## config.mk

```make
export PLATFORM = sky130hd
export DESIGN_NAME = rvfi_shadow_monitor
export DESIGN_NICKNAME = d
export VERILOG_FILES = /design/src/rtl/rvfi_shadow_monitor.sv
export SDC_FILE = /design/constraint.sdc
export NUM_CORES = 2
export LEC_CHECK = 0
export ABC_AREA = 1
export ABC_CLOCK_PERIOD_IN_PS = 3250
export CORE_MARGIN = 4
export CORE_UTILIZATION = 45
export CTS_CLUSTER_SIZE = 12
export DETAILED_ROUTE_END_ITERATION = 7
export GPL_ROUTABILITY_DRIVEN = 0
export PLACE_DENSITY = 0.66
export SYNTH_ARGS = -nofsm -noshare
export SYNTH_HDL_FRONTEND = slang
export SYNTH_SLANG_ARGS = --single-unit
```

## constraint.sdc

```tcl
create_clock -name clk_i -period 3.25 [get_ports clk_i]
set_clock_uncertainty 0.05 [all_clocks]
set_input_delay 0.65 -clock clk_i [delete_from_list [all_inputs] [get_ports clk_i]]
set_output_delay 0.65 -clock clk_i [all_outputs]
set_load 0.03 [all_outputs]
```

## src/rtl/rvfi_shadow_monitor.sv

```systemverilog
// Retirement-stream consistency monitor for RVFI: shadows the integer register file
// from retired writebacks and flags order, operand, x0 and PC inconsistencies.
module rvfi_shadow_monitor #(
    parameter bit          CheckPc = 1'b1,
    parameter int unsigned CntW    = 32
) (
    input  logic            clk_i,
    input  logic            rst_ni,
    input  logic            rvfi_valid,
    input  logic [63:0]     rvfi_order,
    input  logic [31:0]     rvfi_insn,
    input  logic            rvfi_trap,
    input  logic            rvfi_intr,
    input  logic [4:0]      rvfi_rs1_addr,
    input  logic [4:0]      rvfi_rs2_addr,
    input  logic [31:0]     rvfi_rs1_rdata,
    input  logic [31:0]     rvfi_rs2_rdata,
    input  logic [4:0]      rvfi_rd_addr,
    input  logic [31:0]     rvfi_rd_wdata,
    input  logic [31:0]     rvfi_pc_rdata,
    input  logic [31:0]     rvfi_pc_wdata,
    output logic            err_order_o,
    output logic            err_rs1_o,
    output logic            err_rs2_o,
    output logic            err_x0_o,
    output logic            err_pc_o,
    output logic            err_o,
    output logic [63:0]     first_err_order_o,
    output logic [31:0]     first_err_insn_o,
    output logic [CntW-1:0] retired_o
);

    logic [63:0]     exp_order_q;
    logic [31:0]     shadow_q [32];
    logic [31:0]     known_q;
    logic [31:0]     last_pc_q;
    logic            have_pc_q;
    logic            err_order_q, err_rs1_q, err_rs2_q, err_x0_q, err_pc_q, err_q;
    logic [63:0]     first_order_q;
    logic [31:0]     first_insn_q;
    logic [CntW-1:0] retired_q;

    logic [31:0] rs1_shadow, rs2_shadow;
    logic        fail_order, fail_rs1, fail_rs2, fail_x0, fail_pc, fail_any;
    logic        shadow_wr;

    // Operand checks read the shadow before this retirement's own write lands.
    always_comb begin
        rs1_shadow = shadow_q[rvfi_rs1_addr];
        rs2_shadow = shadow_q[rvfi_rs2_addr];
        fail_order = 1'b0;
        fail_rs1   = 1'b0;
        fail_rs2   = 1'b0;
        fail_x0    = 1'b0;
        fail_pc    = 1'b0;
        if (rvfi_valid) begin
            fail_order = (rvfi_order != exp_order_q);
            if (rvfi_rs1_addr == 5'd0) begin
                fail_rs1 = (rvfi_rs1_rdata != 32'd0);
            end else begin
                fail_rs1 = known_q[rvfi_rs1_addr] && (rvfi_rs1_rdata != rs1_shadow);
            end
            if (rvfi_rs2_addr == 5'd0) begin
                fail_rs2 = (rvfi_rs2_rdata != 32'd0);
            end else begin
                fail_rs2 = known_q[rvfi_rs2_addr] && (rvfi_rs2_rdata != rs2_shadow);
            end
            fail_x0 = (rvfi_rd_addr == 5'd0) && (rvfi_rd_wdata != 32'd0);
            fail_pc = CheckPc && have_pc_q && !rvfi_intr && (rvfi_pc_rdata != last_pc_q);
        end
        fail_any  = fail_order | fail_rs1 | fail_rs2 | fail_x0 | fail_pc;
        shadow_wr = rvfi_valid && !rvfi_trap && (rvfi_rd_addr != 5'd0);
    end

    always_ff @(posedge clk_i) begin
        if (shadow_wr) begin
            shadow_q[rvfi_rd_addr] <= rvfi_rd_wdata;
        end
    end

    always_ff @(posedge clk_i) begin
        if (!rst_ni) begin
            exp_order_q   <= 64'd0;
            known_q       <= 32'd0;
            last_pc_q     <= 32'd0;
            have_pc_q     <= 1'b0;
            err_order_q   <= 1'b0;
            err_rs1_q     <= 1'b0;
            err_rs2_q     <= 1'b0;
            err_x0_q      <= 1'b0;
            err_pc_q      <= 1'b0;
            err_q         <= 1'b0;
            first_order_q <= 64'd0;
            first_insn_q  <= 32'd0;
            retired_q     <= '0;
        end else if (rvfi_valid) begin
            // Resync to the observed order so a single gap does not cascade.
            exp_order_q <= rvfi_order + 64'd1;
            last_pc_q   <= rvfi_pc_wdata;
            have_pc_q   <= 1'b1;
            retired_q   <= retired_q + CntW'(1);
            if (shadow_wr) begin
                known_q[rvfi_rd_addr] <= 1'b1;
            end
            err_order_q <= err_order_q | fail_order;
            err_rs1_q   <= err_rs1_q | fail_rs1;
            err_rs2_q   <= err_rs2_q | fail_rs2;
            err_x0_q    <= err_x0_q | fail_x0;
            err_pc_q    <= err_pc_q | fail_pc;
            err_q       <= err_q | fail_any;
            if (fail_any && !err_q) begin
                first_order_q <= rvfi_order;
                first_insn_q  <= rvfi_insn;
            end
        end
    end

    assign err_order_o       = err_order_q;
    assign err_rs1_o         = err_rs1_q;
    assign err_rs2_o         = err_rs2_q;
    assign err_x0_o          = err_x0_q;
    assign err_pc_o          = CheckPc ? err_pc_q : 1'b0;
    assign err_o             = err_q;
    assign first_err_order_o = first_order_q;
    assign first_err_insn_o  = first_insn_q;
    assign retired_o         = retired_q;

endmodule
```

# --- Word-level counts from Yosys, hierarchy flattened ---
# Memory sizes are Yosys's and may differ from the RTL's.
# Index checks and enable logic that the tools add are counted.
totals:
  reg_bits: 263
  latchBits: 0
  ramBits: 1024
  rom_bits: 0
  wordCells: 71
  mem_count: 1
memory_table:
  columns: ["name", "depth", "word_bits", "read_ports", "rd_clocked_by_memory_dff", "write_ports", "line_no", "source"]
  rows:
  - ["shadow_q", 32, 32, 2, 0, 1, "34", "logic [31:0] shadow_q [32];"]
op_classes:
  addsub: 2
  mul: 0
  div_mod_pow: 0
  n_lt_le_gt_ge: 4
  n_eq_ne: 4
  shifts: 0
  n_mux: 15
  n_bitwise: 11
  n_reduce_logical: 21
op_table:
  columns: ["cell", "count"]
  rows:
  - ["$ne 32x32->1", 3]
  - ["$reduce_bool 32->1", 3]
  - ["$add 64x1->64 const B", 1]
  - ["$ne 64x64->1", 1]
  - ["$add 32x1->32 const B", 1]
  - ["$or 32x32->32", 1]
  - ["$lt 5x6->1 const B", 3]
  - ["$logic_not 5->1", 3]
  - ["$mux 1", 12]
  - ["$bmux 1 s5", 2]
  - ["$or 1x1->1", 10]
  - ["$logic_and 1x1->1", 9]
  - ["$demux 1 s5", 1]
  - ["$ge 5x1->1 const B", 1]
  - ["$reduce_bool 5->1", 1]
  - ["$reduce_and 2->1", 2]
  - ["$logic_not 1->1", 3]

# --- Logic depth before layout (Yosys ltp) ---
logic_depth:
  ltp_word: 11
  ltp_mapped: 29

# --- Least setup slack after synthesis ---
# No wires, ideal clock.
synth_path:
  path_kind: "input -> register"
  from: "input port rvfi_valid"
  to: "memory shadow_q[20][0], enable pin"
  setup_time_ns: 0.423
  t_arrival_ns: 2.879
  path_slack_ns: -0.102
  cell_stages: 7
  n_path_buf: 1
  cell_sequence: "clkinv_1 > clkbuf_1 > nor2_1 > nand2_1 > inv_1 > nand3_1 > nor2_1"
synth_via:
  elab_chain_len: 4
synth_lines:
  columns: ["element", "line_no", "source"]
  rows:
  - ["from (decl)", "9", "input logic rvfi_valid,"]
  - ["$logic_and 1x1->1 (2 in a row)", "72", "shadow_wr = rvfi_valid && !rvfi_trap && (rvfi_rd_addr != 5'd0);"]
  - ["$mux 1", "76", "if (shadow_wr) begin"]
  - ["$mux 1 (implied by the code)", "77", "shadow_q[rvfi_rd_addr] <= rvfi_rd_wdata;"]
  - ["to (decl)", "34", null]
# Every way passes these cells.

# --- Worst setup path in the final report ---
layout_path:
  from: "input port rvfi_rs1_addr[0]"
  to: "register first_order_q[8] (netlist: first_err_order_o[8])"
layout_via:
  elab_chain_len: 11
layout_lines:
  columns: ["element", "line_no", "source"]
  rows:
  - ["from (decl)", "14", "input logic [4:0] rvfi_rs1_addr,"]
  - ["$mem_v2 32x32 / $bmux 1 s5 (equally long branches)", null, null]
  - ["$ne 32x32->1 / $mux 1 (equally long branches)", "61", "fail_rs1 = known_q[rvfi_rs1_addr] && (rvfi_rs1_rdata != rs1_shadow);"]
  - ["$logic_and 1x1->1", "61", null]
  - ["$mux 1 (*)", "58", "if (rvfi_rs1_addr == 5'd0) begin"]
  - ["$mux 1 (*)", "56", "if (rvfi_valid) begin"]
  - ["$or 1x1->1 (*) (4 in a row)", "71", "fail_any = fail_order | fail_rs1 | fail_rs2 | fail_x0 | fail_pc;"]
  - ["$logic_and 1x1->1 (*)", "111", "if (fail_any && !err_q) begin"]
  - ["$reduce_and 2->1 (no line) (*)", null, null]
  - ["to (signal assigned)", "112", "first_order_q <= rvfi_order;"]
  - ["to (decl)", "39", "logic [63:0] first_order_q;"]
# Every way passes the cells marked *; elsewhere a longest branch is shown, timed or not. The select of a mux whose other input is x is not followed.
# A chain may end at the register's enable or synchronous reset.

==> flow_summary.ini <==
[outcome]
status = complete, but fails checks
failed_checks = design-rule violations

[placed_design]
port_buffers = 409
place_inst = 10780
hpwl_um = 174500
dpl_worst_slack_ns = -0.8941

[synthesis]
yosysWarnings = 0
synth_edf_count = 1024
ys_seq_area_share_pct = 54.08
async_flop_share_pct = 0
synth_area_leaders = edfxtp_1, nand2_1, nand3_1
synth_top_area_share_pct = 46.18
synth_common_cells = nand2_1, nand3_1, edfxtp_1, nor2_1, inv_1
yosysTopAreaCell = edfxtp_1
avgSynthCellArea_um2 = 8.103
synth_cell_types = 43
synth.most_common_cell = nand2_1
syn_area_mm2 = 0.06659
synth_ff_type = edfxtp_1
synth_seq_cells = 1287
syn_inst = 8218

[floorplan]
rows = 140
die_area_mm2 = 0.1542
initial_utilization_pct = 45.53
io_pins = 410
core-area_mm2 = 0.1463
die_height_um = 392.7
die_w_um = 392.7

[sta]
slew_violations = 0
setup_ws_ns = 0.07892
rsz0062_at_grt = yes
fin_crit_sh_pct = 97.57
hold_viol = 0
slew_headroom_pct = 37.67
fmax_mhz = 315.4
setup_viol = 0
hold_slack_ns = 0.1756
period_needed_ns = 3.171
worst_slew_pin_slew_ns = 0.9349

[flow_run]
drv_cap = 0

[global_route]
overflow = 0
grt_max_degree = 156
grtUsageTotal_pct = 33.11
grt_pass1_vias = 60490
grt_pass1_wl_um = 383100
antenna_found_initial = 10

[power_and_ir_drop]
pwr-share-clk_pct = 39.7
p_seq_share_pct = 44.8
leakage_nw = 34.76
power.internal_w = 0.02971
power_density_mw_per_mm2 = 483.4
ir_drop_uv = 392.7
switching_share_pct = 27.21
p_switching_w = 0.01110
p_comb_share_pct = 15.5

[clocking]
clk_latency_ns = 0.80
numCtsBuffers = 146
clock-sinks = 1287
clk_path_buf_depth = 3
cts_tree = done
root_buffer = clkbuf_16
cts.clk_slew.worst_paths_ns = 0.06
htree_levels = 4

[critical_path]
r2r_slack_ns = 0.20
critPathKind = primary input to flop
start_kind = primary input
r2r-end = first_err_order_o[8]
cp.required_ns = 3.88
cp_slowest_stage_delay_ns = 0.20
ff2ff_path_depth = 24
slowest_stage = clkbuf_16
cp_max_fo = 24
rr_startpoint = shadow_q[0][8]
critPathArrivalTime_ns = 3.80
crit_path_frequent_cell = nand2_1
end_kind = flop

[layout]
area_delta_synth_final_pct = 26.77
fin_nets = 9321
drive_gt1_share_pct = 11.73
num-fill-cells = 12510
instances_no_fill = 11080

[route]
drtAntennaViolNets = 0
route.detailed.wl_per_inst_um = 24.23
drt-pass1-iter-count = 8
route.detailed.drc = 2
drtIter0Drc = 10810
vias_per_cell = 5.908
wl_um = 268500
via_count = 65460

[min_path]
hold_start = rvfi_valid
min_path_cells = 2
hold_class = primary input to flop
hold_end = retired_o[0]
## cells by family after synthesis
logic type               after synthesis  share of synthesized area, %
XOR/XNOR                             129                         1.697
other                                  1                      0.005631
flip-flops                          1287                         54.08
buffers and inverters                979                         6.304
AND/OR/NAND/NOR                     5193                         32.79
AO/OA/AOI/OAI                        627                         5.083
adder cells (fa/ha/maj)                2                       0.03757
## state kept, by name, summed over array words and instances (netlist names)
register,cells
err_o,1
err_order_o,1
err_pc_o,1
err_rs1_o,1
err_rs2_o,1
err_x0_o,1
exp_order_q,64
first_err_insn_o,32
first_err_order_o,64
have_pc_q,1
known_q,32
last_pc_q,32
retired_o,32
shadow_q,1024
## critical path, delay by kind of cell
| kind | cells | cell delay [ns] |
|---|---|---|
| AOI/OAI and AO/OA | 1 | 0.15 |
| buffers and inverters | 9 | 1.38 |
| and+or+nand+nor | 19 | 1.57 |
## per-stage QoR
stage / area (um2) / utilization [%] / total power, W / TNS (ns)
3_5_place_dp: 78830 / 53.90 / 0.02459 / -89.36
4_1_cts: 83490 / 57.08 / 0.04059 / 0
2_1_floorplan: 66760 / - / 0.02167 / -31.60
3_3_place_gp: 78830 / 53.90 / 0.02450 / -84.48
6_report: 84420 / 57.71 / 0.04081 / 0
5_1_grt: 84410 / 57.71 / 0.04204 / -0.7518
## final cells by class
cell class                      count  area [um2]  share of cell area, %
Sequential cell                  1287       36010                  42.66
Tap cell                         1917        2399                  2.841
Clock buffer                      191        3919                  4.642
Multi-Input combinational cell   5984       26880                  31.84
Clock inverter                     69       704.4                 0.8345
Antenna cell                        8       20.02                0.02371
Inverter                          439        1734                  2.054
Timing Repair Buffer             1185       12750                  15.10
## layout by cell type, fill, tap and decap left out, types with 37 or more instances in the layout
master / instances
inv_1: 425
xnor2_1: 61
clkbuf_16: 162
nand2_1: 2669
o211ai_1: 56
nand4_1: 43
nor4_1: 42
edfxtp_1: 1024
o21ai_1: 43
xor2_1: 68
a21oi_1: 201
buf_12: 178
o21ai_0: 295
clkdlybuf4s50_1: 397
buf_4: 557
dfxtp_1: 263
nand3_1: 1542
nor2_1: 741
clkbuf_1: 37
nor3_1: 62
## layer usage
| metal | vias to the layer above | global-route usage (%) | routed length, um |
|---|---|---|---|
| li1 | 29200 | - | - |
| met1 | 30370 | 42.77 | 96200 |
| met2 | 4860 | 50.29 | 117300 |
| met3 | 1027 | 8.622 | 37090 |
| met4 | 2 | 19.28 | 17880 |
| met5 | - | 0 | 13 |
## worst max path at each step
stage	startpoint	end	slack, ns
6_report	rvfi_rs1_addr[0]	first_err_order_o[8]	0.08
5_1_grt	rvfi_order[1]	exp_order_q[63]	-0.06
4_1_cts	rvfi_rs2_addr[0]	first_err_insn_o[2]	0.003
3_5_place_dp	rvfi_rs2_addr[0]	first_err_insn_o[2]	-0.89
3_3_place_gp	rvfi_rs2_addr[1]	first_err_insn_o[18]	-0.82
2_1_floorplan	rvfi_valid	shadow_q[20][0]	-0.10
## what timing repair did
| action | in CTS | in global routing |
|---|---|---|
| gates cloned | 1 | 14 |
| gates resized for setup | 4 | 76 |
| pin swaps | 1 | 5 |
| hold buffers | 0 | 0 |
| setup endpoints to repair | 53 | 98 |
| setup buffers | 0 | 21 |
## power by group through the flow
stage,combinational (W),sequential [W],clock (W)
global route,0.00673,0.0183,0.0170
CTS,0.00599,0.0183,0.0163
detailed placement,0.00595,0.0186,0
global placement,0.00587,0.0186,0
floorplan,0.00281,0.0189,0
finish,0.00632,0.0183,0.0162
Power figures use the tool's default switching activity.
